[src/rtl/ps2_pkg.sv]
// Shared state encoding, frame constants and parity helper for the PS/2
// keyboard receive path.
package ps2_pkg;

  typedef enum logic [1:0] {
    IDLE   = 2'd0,
    DATA   = 2'd1,
    PARITY = 2'd2,
    STOP   = 2'd3
  } ps2_state_t;

  localparam int         FRAME_DATA_BITS = 8;
  localparam logic [7:0] SC_BREAK        = 8'hF0;
  localparam logic [7:0] SC_EXTEND       = 8'hE0;

  // PS/2 frames use odd parity: data bits plus parity bit hold an odd count of ones.
  function automatic logic odd_parity_ok(input logic [7:0] data, input logic par);
    return ^{data, par};
  endfunction

endpackage

[src/rtl/ps2_line_filter.sv]
// Synchronises the raw PS/2 pins, glitch-filters the clock line and flags
// each filtered falling edge together with the synchronised data bit.
module ps2_line_filter #(
  parameter int FILTER_LEN = 8
) (
  input  logic clk,
  input  logic rst,
  input  logic ps2_clk,
  input  logic ps2_data,
  output logic fall_evt,
  output logic data_s
);

  logic [1:0]            r_clk_sync;
  logic [1:0]            r_data_sync;
  logic [FILTER_LEN-1:0] r_filt;
  logic                  r_clk_filt;
  logic                  w_all_low;
  logic                  w_all_high;

  assign w_all_low  = (r_filt == '0);
  assign w_all_high = (r_filt == '1);

  // Sync flops and filter preset to the idle-high bus level.
  always_ff @(posedge clk or negedge rst) begin
    if (!rst) begin
      r_clk_sync  <= 2'b11;
      r_data_sync <= 2'b11;
      r_filt      <= '1;
      r_clk_filt  <= 1'b1;
    end else begin
      r_clk_sync  <= {r_clk_sync[0], ps2_clk};
      r_data_sync <= {r_data_sync[0], ps2_data};
      r_filt      <= {r_filt[FILTER_LEN-2:0], r_clk_sync[1]};
      if (w_all_low) begin
        r_clk_filt <= 1'b0;
      end else if (w_all_high) begin
        r_clk_filt <= 1'b1;
      end
    end
  end

  // High for exactly the cycle in which the filtered clock is about to drop.
  assign fall_evt = r_clk_filt & w_all_low;
  assign data_s   = r_data_sync[1];

endmodule

[src/rtl/ps2_kbd_rx.sv]
// PS/2 keyboard receiver: deframes 11-bit device-to-host frames and holds the
// last good scan code with a level data-available flag until acknowledged.
module ps2_kbd_rx #(
  parameter int FILTER_LEN     = 8,
  parameter int TIMEOUT_CYCLES = 20000
) (
  input  logic       clk,
  input  logic       rst,
  input  logic       ps2_clk,
  input  logic       ps2_data,
  input  logic       clear_kbd,
  output logic [7:0] kbd_databus,
  output logic       kbd_rda,
  output logic       frame_err,
  output logic       overrun
);
  import ps2_pkg::*;

  localparam int               TMO_W    = $clog2(TIMEOUT_CYCLES);
  localparam logic [TMO_W-1:0] TMO_LAST = TMO_W'(TIMEOUT_CYCLES - 1);
  localparam logic [2:0]       LAST_BIT = 3'(FRAME_DATA_BITS - 1);

  ps2_state_t       r_state, w_state_nxt;
  logic [2:0]       r_bitcnt, w_bitcnt_nxt;
  logic [7:0]       r_shift, w_shift_nxt;
  logic             r_par_ok, w_par_ok_nxt;
  logic [TMO_W-1:0] r_tmo, w_tmo_nxt;
  logic [7:0]       r_databus;
  logic             r_rda;
  logic             r_frame_err;
  logic             r_overrun;
  logic             w_fall_evt;
  logic             w_data_s;
  logic             w_tmo_hit;
  logic             w_frame_ok;
  logic             w_frame_bad;

  ps2_line_filter #(.FILTER_LEN(FILTER_LEN)) u_line_filter (
    .clk      (clk),
    .rst      (rst),
    .ps2_clk  (ps2_clk),
    .ps2_data (ps2_data),
    .fall_evt (w_fall_evt),
    .data_s   (w_data_s)
  );

  // A sample event always wins over an expiring timeout in the same cycle.
  assign w_tmo_hit = (r_state != IDLE) && !w_fall_evt && (r_tmo == TMO_LAST);

  // Deframing next-state logic and timeout counter update.
  always_comb begin
    w_state_nxt  = r_state;
    w_bitcnt_nxt = r_bitcnt;
    w_shift_nxt  = r_shift;
    w_par_ok_nxt = r_par_ok;
    w_frame_ok   = 1'b0;
    w_frame_bad  = 1'b0;
    if (w_fall_evt || (r_state == IDLE)) begin
      w_tmo_nxt = '0;
    end else begin
      w_tmo_nxt = r_tmo + TMO_W'(1);
    end
    if (w_tmo_hit) begin
      w_state_nxt = IDLE;
      w_frame_bad = 1'b1;
      w_tmo_nxt   = '0;
    end else begin
      case (r_state)
        IDLE: begin
          if (w_fall_evt && !w_data_s) begin
            w_state_nxt  = DATA;
            w_bitcnt_nxt = 3'd0;
          end else begin
            w_state_nxt = IDLE;
          end
        end
        DATA: begin
          if (w_fall_evt) begin
            w_shift_nxt  = {w_data_s, r_shift[7:1]};
            w_bitcnt_nxt = r_bitcnt + 3'd1;
            if (r_bitcnt == LAST_BIT) begin
              w_state_nxt = PARITY;
            end else begin
              w_state_nxt = DATA;
            end
          end else begin
            w_state_nxt = DATA;
          end
        end
        PARITY: begin
          if (w_fall_evt) begin
            w_par_ok_nxt = odd_parity_ok(r_shift, w_data_s);
            w_state_nxt  = STOP;
          end else begin
            w_state_nxt = PARITY;
          end
        end
        STOP: begin
          if (w_fall_evt) begin
            w_state_nxt = IDLE;
            if (w_data_s && r_par_ok) begin
              w_frame_ok = 1'b1;
            end else begin
              w_frame_bad = 1'b1;
            end
          end else begin
            w_state_nxt = STOP;
          end
        end
        default: begin
          w_state_nxt = IDLE;
        end
      endcase
    end
  end

  // Deframer state registers.
  always_ff @(posedge clk or negedge rst) begin
    if (!rst) begin
      r_state  <= IDLE;
      r_bitcnt <= 3'd0;
      r_shift  <= 8'h00;
      r_par_ok <= 1'b0;
      r_tmo    <= '0;
    end else begin
      r_state  <= w_state_nxt;
      r_bitcnt <= w_bitcnt_nxt;
      r_shift  <= w_shift_nxt;
      r_par_ok <= w_par_ok_nxt;
      r_tmo    <= w_tmo_nxt;
    end
  end

  // Output holding registers; an acknowledge in the completing cycle frees the slot.
  always_ff @(posedge clk or negedge rst) begin
    if (!rst) begin
      r_databus   <= 8'h00;
      r_rda       <= 1'b0;
      r_frame_err <= 1'b0;
      r_overrun   <= 1'b0;
    end else begin
      r_frame_err <= w_frame_bad;
      if (w_frame_ok && (!r_rda || clear_kbd)) begin
        r_databus <= r_shift;
        r_rda     <= 1'b1;
        if (clear_kbd) begin
          r_overrun <= 1'b0;
        end
      end else if (w_frame_ok) begin
        r_overrun <= 1'b1;
      end else if (clear_kbd) begin
        r_rda     <= 1'b0;
        r_overrun <= 1'b0;
      end
    end
  end

  assign kbd_databus = r_databus;
  assign kbd_rda     = r_rda;
  assign frame_err   = r_frame_err;
  assign overrun     = r_overrun;

endmodule

[config.mk]
export PLATFORM = sky130hd
export DESIGN_NAME = ps2_kbd_rx
export DESIGN_NICKNAME = d
export VERILOG_FILES = /design/src/rtl/ps2_pkg.sv /design/src/rtl/ps2_line_filter.sv /design/src/rtl/ps2_kbd_rx.sv
export SDC_FILE = /design/constraint.sdc
export NUM_CORES = 1
export LEC_CHECK = 0
export CORE_ASPECT_RATIO = 0.7
export CORE_MARGIN = 2
export CORE_UTILIZATION = 52
export DETAILED_ROUTE_END_ITERATION = 7
export PLACE_DENSITY = 0.71
export SYNTH_ARGS = -nofsm -noshare
export SYNTH_HDL_FRONTEND = slang
export SYNTH_SLANG_ARGS = --single-unit
[constraint.sdc]
create_clock -name clk -period 1.8 [get_ports clk]
set_input_delay 0.27 -clock clk [delete_from_list [all_inputs] [get_ports clk]]
set_output_delay 0.27 -clock clk [all_outputs]
set_load 0.02 [all_outputs]
==> out/summary.txt, run 1 <==
Fin. Hold Viols: 0
CP Data Required Time: 1980 ps
Cell Area, Synth: 2270 sq um
Worst hold start: u_line_filter.r_clk_sync[1]
Hold path cells: 0
Gpl congestion: 0.889
Clock power frac: 38.7%
Combinational power share: 2.8%
R2R setup slack: -90 ps
Psw: 0.422 mW
Final nets: 235
Final Setup Violations: 18
Max Cap Viol: 0
Sequential share of power: 58.5%
Slowest cell on crit path: or4_4
Worst setup path class: register to register
Crit path launch type: register
Pin count of the biggest net entering global routing: 54
Violated checks: negative setup slack
Synth unique cells: 36
Routed vias/inst: 5.44
Worst slew pin tran: 402 ps
Starting Density: 53.2%
Internal: 1.70 mW
Pwr Density: 716 nW/um^2
Avg Inst Size Synth: 12.7 sq um
Area Growth Syn to Fin: 30.4%
Min Hold Slack: 358 ps
Critical-path cell list: or4_1 > or4_4 > o211ai_4 > nor2_1
Clk buf depth: 2
DR iter-0 viols: 72
# IOs: 16
Die width: 83.1 um
Drt total wl: 4430 um
Post-DP HPWL: 2950 um
Mapped Cells: 179
FF-to-FF path depth: 4
Drt drc: 0
Most frequent cells in the layout: dfrtp_1, buf_4, nor2_1, mux2_4, xnor2_1
Pwr Total: 2.12 mW
Critical path arrival: 2070 ps
Dominant synthesized flop cell: dfrtp_1
I/O Buffers: 15
Leak: 1.26 nW
Total GRT Usage: 19.4%
Number of global-route vias before repair: 1,577
Final Cycle Share: 105%
Share of cells above drive strength 1: 36.0%
Fmax: 530 MHz
Die area: 4930 sq um
YS warnings: 0
Main combinational cell family by area after synthesis: simple AND/OR/NAND/NOR gates
Clock Pin Slew Worst Setup and Hold Paths: 90 ps
Initial antenna violation count: 0
Number of diodes: 0
Via count: 1,540
Worst Hold Class: register to register
Global route overflow: 0
Most common cell after layout, fill and taps aside: dfrtp_1
CP max stage delay: 590 ps
VDD IR max: 606 uV
Sw frac: 19.9%
Post-route setup slack: -88.0 ps
RSZ-0062 raised after global routing: true
Adder-cell area share of the yosys netlist: 1.65%
Skew-Pair Late Insertion Delay: 300 ps
First-pass GRT wire length: 7310 um
Post-synthesis mux area share: 10.2%
Wirelength per Cell: 15.6 um
Cell Rows: 20
H-Tree Depth: 2
Final min period: 1890 ps
Synth Register Bits: 53
Async SR Flop Fraction: 100%
Top post-synthesis cells by area: dfrtp_1, dfstp_2, mux2_2
Post-route setup TNS: -1040 ps
Worst clock skew: 5.09 ps
Core Area: 4280 sq um
Largest area contributor in the netlist: dfrtp_1
RR Startpoint: r_tmo[8]
Status: complete, but fails checks
Die Ht: 59.3 um
Reg2reg end: r_tmo[2]
Routed Antenna Nets: 0
Syn Nets: 187
Area share of and/or/nand/nor cells after synthesis: 13.8%
Post-synthesis compound-gate area fraction: 5.50%
TritonCTS buffer count: 5
Slew HR: 73.2%
EDFF count, synth: 0
Clock Sinks: 53
Top cell type's share of synthesized area: 44.0%
Register area share after synthesis: 59.0%
CP max FO: 8
TritonCTS clock tree: built
Root Driver: clkbuf_8
Slew Limit Fails: 0
Synth Area in XOR/XNOR: 7.54%
Hold EP: u_line_filter.r_filt[0]
Detailed Routing Iterations Pass 1: 4
Crit path capture type: register
-- cell families (layout without fill, tap and decap cells) --
family                     count (synthesis)  count (layout)
and+or+nand+nor                           56              56
DFF                                       53              53
muxes                                     21              21
xor gates and xnor gates                  18              18
AOI/OAI and AO/OA                         17              18
buffers and inverters                     11              59
adders and majority gates                  3               3
-- worst max-delay path: cells and delay by family, from the launching register on --
| family | cells | cell delay (ps) |
|---|---|---|
| AND/OR/NAND/NOR | 3 | 1180 |
| AO/OA/AOI/OAI | 1 | 180 |
| flip-flops | 1 | 400 |
-- through the flow --
stage | std cells | util, % | setup WS (ps) | cell area (sq um)
floorplan | 179 | - | -37.1 | 2290
global placement | 266 | 62.2 | -41.8 | 2660
detailed placement | 266 | 62.2 | -117 | 2660
CTS | 279 | 66.9 | -82.2 | 2860
global route | 283 | 69.3 | -132 | 2970
finish | 283 | 69.3 | -88.0 | 2970
-- worst max path at each step --
| stage | startpoint | end | slack (ps) | cells after the start |
|---|---|---|---|---|
| finish | r_tmo[8] | r_tmo[2] | -90 | 4 |
| global route | r_tmo[7] | r_tmo[2] | -130 | 4 |
| CTS | r_tmo[12] | r_tmo[2] | -80 | 4 |
| detailed placement | r_tmo[13] | r_tmo[2] | -120 | 4 |
| global placement | r_tmo[8] | r_tmo[14] | -40 | 4 |
| floorplan | r_tmo[13] | r_tmo[7] | -40 | 5 |
-- layer usage --
| layer | routed length [um] | track usage [%] | vias up |
|---|---|---|---|
| met5 | 0 | 0 | - |
| met4 | 42 | 7.96 | 0 |
| met1 | 2140 | 25.7 | 786 |
| li1 | - | - | 726 |
| met3 | 131 | 5.01 | 5 |
| met2 | 2110 | 31.2 | 23 |
-- registers in the layout, summed over array words and instances (netlist names) --
name                       flops
frame_err                      1
kbd_databus                    8
kbd_rda                        1
overrun                        1
r_bitcnt                       3
r_par_ok                       1
r_shift                        8
r_state                        2
r_tmo                         15
u_line_filter.r_clk_filt       1
u_line_filter.r_clk_sync       2
u_line_filter.r_data_sync      2
u_line_filter.r_filt           8
-- repair_timing --
item / in CTS / in global routing
cloned: 1 / 0
gates resized for setup: 11 / 17
hold buffers: 1 / 0
endpoints found under the hold margin: 40 / 0
setup buffers: 3 / 4
endpoints found under the setup margin: 26 / 37
pin swaps: 6 / 19
-- power groups by stage --
stage | combinational [mW] | sequential, mW | clock (mW)
floorplan | 0.0121 | 1.26 | 0
global placement | 0.0503 | 1.26 | 0
detailed placement | 0.0520 | 1.26 | 0
CTS | 0.0557 | 1.24 | 0.842
global route | 0.0682 | 1.24 | 0.887
finish | 0.0596 | 1.24 | 0.822
-- cell usage after synthesis, drive strengths merged, types with 4 or more instances --
library cell and n:
dfrtp 40, nor2 21, mux2 18, xnor2 15
dfstp 13, inv 8, nand3 8, nand4 6
a21oi 5, nor3 5, nor4 5, nand2 4
-- final cells by class --
cell class,instances,area (sq um)
Tap cell,55,68.8
Clock inverter,1,30.0
Timing Repair Buffer,43,390
Fill cell,306,1310
Inverter,8,30.0
Clock buffer,7,86.3
Sequential cell,53,1340
Multi-Input combinational cell,116,1020
Note: power is estimated with default switching activity, not from simulation.
==> run 2, diff against run 1 <==
--- a/config.mk
+++ b/config.mk
@@ -6,10 +6,11 @@
 export NUM_CORES = 1
 export LEC_CHECK = 0
 export CORE_ASPECT_RATIO = 0.7
-export CORE_MARGIN = 2
+export CORE_MARGIN = 3
 export CORE_UTILIZATION = 52
 export DETAILED_ROUTE_END_ITERATION = 7
 export PLACE_DENSITY = 0.71
+export SKIP_CTS_REPAIR_TIMING = 1
 export SYNTH_ARGS = -nofsm -noshare
 export SYNTH_HDL_FRONTEND = slang
 export SYNTH_SLANG_ARGS = --single-unit
==> run 2 against run 1 <==
Compared with the run above:
- the flow still finishes with violations (negative setup slack)
- cell count decreased by 3.2%
- hold slack worse by 1.8 ps
- largest power group unchanged
- utilization is 1.2 points higher
- register-to-register slack got worse by 20 ps
- non-clock buffer count fell by 6
==> out/summary.txt, run 2 (synthesized netlist as in run 1, its figures left out) <==
Core Area: 4070 sq um
Post-DP HPWL: 2830 um
Pwr Density: 777 nW/um^2
Clock Pin Slew Worst Setup and Hold Paths: 90 ps
H-Tree Depth: 2
Die width: 85.1 um
# IOs: 16
Combinational power share: 2.3%
Final Setup Violations: 18
Max reg flops: 15
Detailed Routing Iterations Pass 1: 4
RSZ-0062 raised after global routing: true
Fmax: 523 MHz
Die area: 5220 sq um
Most frequent cells in the layout: dfrtp_1, nor2_1, buf_4, xnor2_1, clkdlybuf4s50_1
Skew-Pair Late Insertion Delay: 310 ps
Die Ht: 61.3 um
Drt total wl: 4200 um
TritonCTS clock tree: built
First-pass GRT wire length: 6540 um
Final Cycle Share: 106%
Worst clock skew: 9.79 ps
Root Driver: clkbuf_8
Initial antenna violation count: 0
Clock Sinks: 53
Post-route setup slack: -113 ps
Fin. Hold Viols: 0
Area after DPL: 2640 sq um
Reg with most FFs: r_tmo
Psw: 0.434 mW
R2R setup slack: -110 ps
Slew HR: 67.2%
Share of cells above drive strength 1: 32.0%
Sequential share of power: 55.7%
Pin count of the biggest net entering global routing: 34
Global route overflow: 0
I/O Buffers: 15
Status: complete, but fails checks
Internal: 1.79 mW
Routed Antenna Nets: 0
Worst Hold Class: register to register
Violated checks: negative setup slack
Slew Limit Fails: 0
Crit path launch type: register
Total GRT Usage: 16.5%
Drt drc: 0
CP Data Required Time: 1970 ps
Pwr Total: 2.23 mW
Most common cell after layout, fill and taps aside: dfrtp_1
Crit path capture type: register
Critical Path Source: r_tmo[12]
Starting Density: 56.0%
Sw frac: 19.5%
Worst slew pin tran: 491 ps
VDD IR max: 589 uV
CP max FO: 7
Worst hold start: u_line_filter.r_clk_sync[0]
Leak: 1.24 nW
Final min period: 1910 ps
TritonCTS buffer count: 5
Clk buf depth: 2
Clock power frac: 42.0%
Wirelength per Cell: 15.3 um
Gpl congestion: 0.837
Routed vias/inst: 5.47
Worst setup path class: register to register
Cell Rows: 19
Number of diodes: 0
Number of global-route vias before repair: 1,378
Area Growth Syn to Fin: 26.0%
Fillers: 262
RR Startpoint: r_tmo[12]
Final nets: 229
Critical path arrival: 2080 ps
Via count: 1,498
Max Cap Viol: 0
Finished layout cell area: 2870 sq um
DR iter-0 viols: 155
## run 2: power groups by stage
stage	Clock, mW	Combinational, mW	Sequential (mW)
after floorplan	0	0.0121	1.26
after global placement	0	0.0498	1.26
after detailed placement	0	0.0520	1.26
after CTS	0.956	0.0526	1.24
after global routing	1.00	0.0589	1.24
final	0.936	0.0517	1.24
## run 2: stage by stage
| step | utilization (%) | setup slack [ps] | hold WS (ps) | instances | setup TNS [ps] |
|---|---|---|---|---|---|
| after floorplan | - | -37.1 | -25.6 | 179 | -363 |
| after global placement | 65.0 | -75.7 | 242 | 261 | -1010 |
| after detailed placement | 65.0 | -130 | 267 | 261 | -1570 |
| after CTS | 68.3 | -135 | -68.6 | 269 | -1890 |
| after global routing | 70.5 | -165 | 357 | 274 | -3050 |
| final | 70.5 | -113 | 357 | 274 | -1520 |
## run 2: area by class of cell
class	count	area (sq um)	share of cell area [%]
inverter	8	30.0	1.05
clock inverter	3	65.1	2.27
timing repair buffer	37	345	12.0
tap	52	65.1	2.27
multi-input combinational	116	950	33.1
sequential	53	1340	46.8
clock buffer	5	68.8	2.40
## run 2: critical path, cell delays in order, from the launching register on
cell and delay [ps]:
dfrtp_1 420, or4bb_1 490, or4_4 590, o211ai_2 190, a21oi_1 100
## run 2: final timing paths
kind	endpoint	cells after the start
max in group asynchronous	u_line_filter.r_clk_sync[0]	3
max reg2reg	r_tmo[11]	4
max	r_tmo[11]	4
min in group asynchronous	kbd_databus[7]	2
min reg2reg	u_line_filter.r_clk_sync[1]	0
min	u_line_filter.r_clk_sync[1]	0
## run 2: routing by layer
layer | global-route usage, % | part of all wire (%) | vias up
met4 | 6.32 | 0.81 | 0
met5 | 0 | 0 | -
li1 | - | - | 721
met1 | 24.0 | 50 | 737
met3 | 4.55 | 4.3 | 5
met2 | 23.9 | 45 | 35
